==> src/rtl/lut_cfg_loader.sv <==
`default_nettype none
// +----------------------------------------------------------------------------+
// | Module   : lut_cfg_loader                                                   |
// | Purpose  : Serial truth-table loader for one universal-gate cell. Bits     |
// |            arrive MSB-first over a valid/ready handshake, are assembled in |
// |            a shadow register, and the complete table is committed to the  |
// |            active table in a single edge. The mux tree therefore never     |
// |            sees a partially loaded table.                                  |
// | Ports    : clk, rst        - clock, synchronous active-high reset          |
// |            cfg_valid       - cfg_data carries a table bit                  |
// |            cfg_data        - serial table bit, table[WIDTH-1] sent first   |
// |            cfg_ready       - a bit is accepted this cycle (combinational)  |
// |            cfg_abort       - drop the partial load in progress             |
// |            lut_table       - active truth table (named lut_table because   |
// |                              'table' is a reserved SystemVerilog word)     |
// |            loaded          - at least one table committed since reset      |
// |            commit          - one-cycle pulse, table updated at prior edge  |
// |            cfg_dout        - daisy-chain output, shadow MSB                |
// |                              (only with LUT_CFG_LOADER_CHAIN_EN defined)   |
// | Options  : LUT_CFG_LOADER_CHAIN_EN - adds cfg_dout for loader chaining     |
// | Revision : 1.0  initial release                                           |
// +----------------------------------------------------------------------------+
module lut_cfg_loader #(
  parameter int SEL_BITS = 4,
  parameter int WIDTH    = 2**SEL_BITS,
  parameter int CNT_W    = 5
) (
  input  logic             clk,
  input  logic             rst,
  input  logic             cfg_valid,
  input  logic             cfg_data,
  output logic             cfg_ready,
  input  logic             cfg_abort,
  output logic [WIDTH-1:0] lut_table,
  output logic             loaded,
  output logic             commit
`ifdef LUT_CFG_LOADER_CHAIN_EN
  ,
  output logic             cfg_dout
`endif
);

  localparam logic [0:0] ST_SHIFT  = 1'b0;
  localparam logic [0:0] ST_COMMIT = 1'b1;

  localparam logic [CNT_W-1:0] LAST_CNT = CNT_W'(WIDTH - 1);

  logic [0:0]       state;
  logic [CNT_W-1:0] cnt;
  logic [WIDTH-1:0] shadow;
  logic             accept;

  assign cfg_ready = (state == ST_SHIFT) && !rst;

  // Abort has priority over a simultaneous valid bit: the bit is dropped.
  assign accept = cfg_valid && cfg_ready && !cfg_abort;

`ifdef LUT_CFG_LOADER_CHAIN_EN
  // The shadow MSB is the bit that leaves on the next accepted shift, so the
  // downstream loader samples it on that same edge.
  assign cfg_dout = shadow[WIDTH-1];
`endif

  always_ff @(posedge clk) begin
    if (rst) begin
      state     <= ST_SHIFT;
      cnt       <= '0;
      shadow    <= '0;
      lut_table <= '0;
      loaded    <= 1'b0;
      commit    <= 1'b0;
    end else begin
      commit <= 1'b0;
      case (state)
        ST_SHIFT: begin
          if (cfg_abort) begin
            cnt <= '0;
          end else if (accept) begin
            shadow <= {shadow[WIDTH-2:0], cfg_data};
            if (cnt == LAST_CNT) begin
              cnt   <= '0;
              state <= ST_COMMIT;
            end else begin
              cnt <= cnt + 1'b1;
            end
          end
        end
        ST_COMMIT: begin
          // Abort is ignored here: the shadow is already complete.
          lut_table <= shadow;
          loaded    <= 1'b1;
          commit    <= 1'b1;
          state     <= ST_SHIFT;
        end
        default: begin
          state <= ST_SHIFT;
        end
      endcase
    end
  end

endmodule
`default_nettype wire

==> config.mk <==
export PLATFORM = sky130hd
export DESIGN_NAME = lut_cfg_loader
export DESIGN_NICKNAME = d
export VERILOG_FILES = /design/src/rtl/lut_cfg_loader.sv
export SDC_FILE = /design/constraint.sdc
export NUM_CORES = 1
export LEC_CHECK = 0
export ABC_AREA = 1
export BUFFER_PORTS_ARGS = -buffer_cell sky130_fd_sc_hd__buf_2
export CORE_MARGIN = 5
export CORE_UTILIZATION = 30
export DETAILED_ROUTE_END_ITERATION = 8
export GPL_TIMING_DRIVEN = 0
export SLEW_MARGIN = 20
export SYNTH_ARGS = -nofsm -noshare
export SYNTH_HDL_FRONTEND = slang
export SYNTH_SLANG_ARGS = --single-unit
==> constraint.sdc <==
create_clock -name clk -period 2.53 [get_ports clk]
set_input_delay 0.253 -clock clk [delete_from_list [all_inputs] [get_ports clk]]
set_output_delay 0.253 -clock clk [all_outputs]
set_load 0.01 [all_outputs]
==> impl_metrics.py <==
metrics = {
    "status": {
        "outcome": "finished, final reports clean",
    },
    "job": {
        "drv_cap": 0,
    },
    "final_layout": {
        "areaGrowthSynthToFinish_pct": 19.2,
        "drive_gt1_share_pct": 33.3,
        "instances_no_fill": 274,
        "multiInputGateArea_um2": 596,
        "num_antenna_cells": 0,
        "regArea_um2": 801,
        "nFillCells": 541,
        "layout.nets": 209,
    },
    "clocking": {
        "clockBufferDepth": 2,
        "ctsHtreeMaxLevel": 2,
        "clk_latency_ns": 0.30,
        "path_clk_slew_ns": 0.08,
        "postCtsHoldBufs": 0,
        "cts_root_buf": "clkbuf_8",
        "clock-sinks": 40,
        "cts_resized": 0,
        "cts_tree": "yes",
        "cts_buffers": 5,
        "postCtsSetupBuffers": 0,
    },
    "logic_synthesis": {
        "postSynthCellCount": 173,
        "syn_avg_cell_area_um2": 8.90,
        "ys_types": 18,
        "synth_edf_count": 0,
        "yosys-top-cells-count": "dfxtp_1 (40), nand2_1 (35), inv_1 (24)",
        "synthTopCellsByArea": "dfxtp_1 (52%), nand2_1 (8.5%), a21oi_2 (7.4%)",
        "async_flop_share_pct": 0,
        "yosysTopAreaCellShare_pct": 52.0,
        "ys_seq_area_share_pct": 52.0,
        "syn_area_um2": 1540,
        "yosysWarnings": 0,
        "synth_nets": 179,
        "yosysMostFrequentCell": "dfxtp_1",
        "synth_ff_type": "dfxtp_1",
        "synth_seq_cells": 40,
        "synth_top_area_cell": "dfxtp_1",
    },
    "global_route": {
        "grt_pass1_vias": 1111,
        "antenna_found_initial": 0,
        "grtUsageTotal_pct": 10.5,
        "globalRouteOverflowTotal": 0,
        "grt_max_degree": 13,
        "grt_first_pass_wirelength_um": 5150,
    },
    "sta": {
        "setup-tns-final_ns": 0,
        "relSlewSlack_pct": 80.0,
        "setup_viol": 0,
        "hold_violations": 0,
        "clock.fmax_ghz": 0.608,
        "final.setup.worst_slack_ns": 0.886,
        "min_period_ns": 1.64,
        "drv_slew": 0,
        "worst_slew_pin_slew_ns": 0.299,
        "clock_skew_ns": 0.00482,
        "rsz0062_at_grt": "false",
        "timing.final.crit_share_pct": 65.0,
    },
    "worst_setup_path": {
        "r2r-start": "state$_SDFF_PP0_",
        "cpMaxStageDelayCell": "dfxtp_1",
        "arrival_ns": 1.39,
        "rr_worst_depth": 5,
        "critical-path-max-stage-delay_ns": 0.35,
        "required_ns": 2.28,
        "cp_max_fo": 10,
        "cp-end-kind": "output pin",
        "criticalPathCategory": "flip-flop to output pin",
        "startpoint_type": "flip-flop",
        "crit_top_cell": "buf_2",
        "r2r_setup_slack_ns": 1.27,
        "crit_chain": "nor2_4 > buf_2 > buf_2",
        "crit_family": "buffers and inverters",
        "regToRegEndpoint": "shadow[3]$_SDFFE_PP0P_",
        "crit_buf_inv": 2,
    },
    "floorplanning": {
        "die_h_um": 81.7,
        "boundaryPins": 24,
        "start_util_pct": 30.5,
        "core_area_um2": 5040,
        "die_x_um": 81.7,
        "rows": 26,
        "dieArea_um2": 6670,
    },
    "placed_design": {
        "dp_slack_ns": 1.17,
        "gp_congestion": 0.653,
        "dp_hpwl_um": 2110,
        "port_buffers": 23,
        "dp_cells": 266,
    },
    "hold_path": {
        "hold_end": "shadow[0]$_SDFFE_PP0P_",
        "holdPathStages": 3,
        "min_from": "cfg_data",
        "hold_class": "input port to flip-flop",
    },
    "detailed_routing": {
        "firstDrtPassIters": 4,
        "vias": 1141,
        "drcViolationCount": 0,
        "vias_per_cell": 4.16,
        "wire_per_inst_um": 10.7,
        "initialDrtViolationCount": 37,
        "wl_um": 2930,
        "ant_nets": 0,
    },
    "power_and_ir_drop": {
        "power_density_nw_per_um2": 643,
        "p_leak_nw": 0.756,
        "power.total_mw": 1.18,
        "ir_worst_vdd_mv": 0.234,
    },
}
## layout by cell type, fill, tap and decap left out, drive strengths merged
cell type	netlist	final
dfxtp	40	40
nand3b	1	1
clkinv	0	2
buf	7	30
nor2	6	6
clkbuf	0	6
nand4	1	1
a21oi	19	19
nand2	37	37
o21ai	33	33
ha	1	1
inv	24	24
nand3	4	4
## worst max path at each step
stage	startpoint	end	slack [ns]	cells after the start
after floorplan	state$_SDFF_PP0_	shadow[1]$_SDFFE_PP0P_	1.43	5
after global placement	rst	cfg_ready	1.16	4
after detailed placement	rst	cfg_ready	1.17	4
after CTS	state$_SDFF_PP0_	cfg_ready	0.85	3
after global routing	state$_SDFF_PP0_	cfg_ready	0.77	3
final	state$_SDFF_PP0_	cfg_ready	0.89	3
## final cells by class
cell class	count	share of cell area, %
repair buffers	23	6.27
clock inverters	2	0.545
inverters	24	4.91
multi-input cells	102	32.4
flip-flops and latches	40	43.6
clock buffers	6	4.50
plain buffers	7	2.93
well taps	70	4.77
## power breakdown
group          switching, mW  internal (mW)  leakage, nW
Sequential           0.00945          0.645        0.324
Clock                  0.222          0.218       0.0510
Combinational         0.0541         0.0317        0.381
## per-layer routing
layer  global-route usage (%)  vias up  share of wire [%]
li1                         -      615                  -
met1                     13.6      500                 49
met2                     14.5       18                 42
met3                     3.40        8                5.4
met4                     7.48        0                2.9
met5                        0        -                  0
## worst reg2reg max path, stage by stage, from the launching register on
cell and delay (ns):
dfxtp_1 0.35, nor2_4 0.28, nand3_4 0.17, buf_6 0.19, o21ai_2 0.13, a21oi_2 0.04
## through the flow
step | hold slack, ns | area (um2) | util [%]
floorplan | 0.411 | 1540 | -
global placement | 0.435 | 1740 | 34.6
detailed placement | 0.441 | 1740 | 34.6
CTS | 0.216 | 1840 | 36.4
global route | 0.249 | 1840 | 36.4
finish | 0.222 | 1840 | 36.4
## logic make-up (layout without fill, tap and decap cells)
| group | after synthesis | after routing | synth area share (%) |
|---|---|---|---|
| flops | 40 | 40 | 52.0 |
| buf+inv | 31 | 62 | 9.34 |
| compound gates | 52 | 52 | 23.2 |
| fa+ha+maj | 1 | 1 | 0.812 |
| simple gates | 49 | 49 | 14.6 |
## flip-flops by register name, indices dropped and copies added, names as in the netlist
name	flops
state	1
lut_table	16
shadow	16
commit	1
cnt	5
loaded	1
Note: power is estimated with default switching activity, not from simulation.
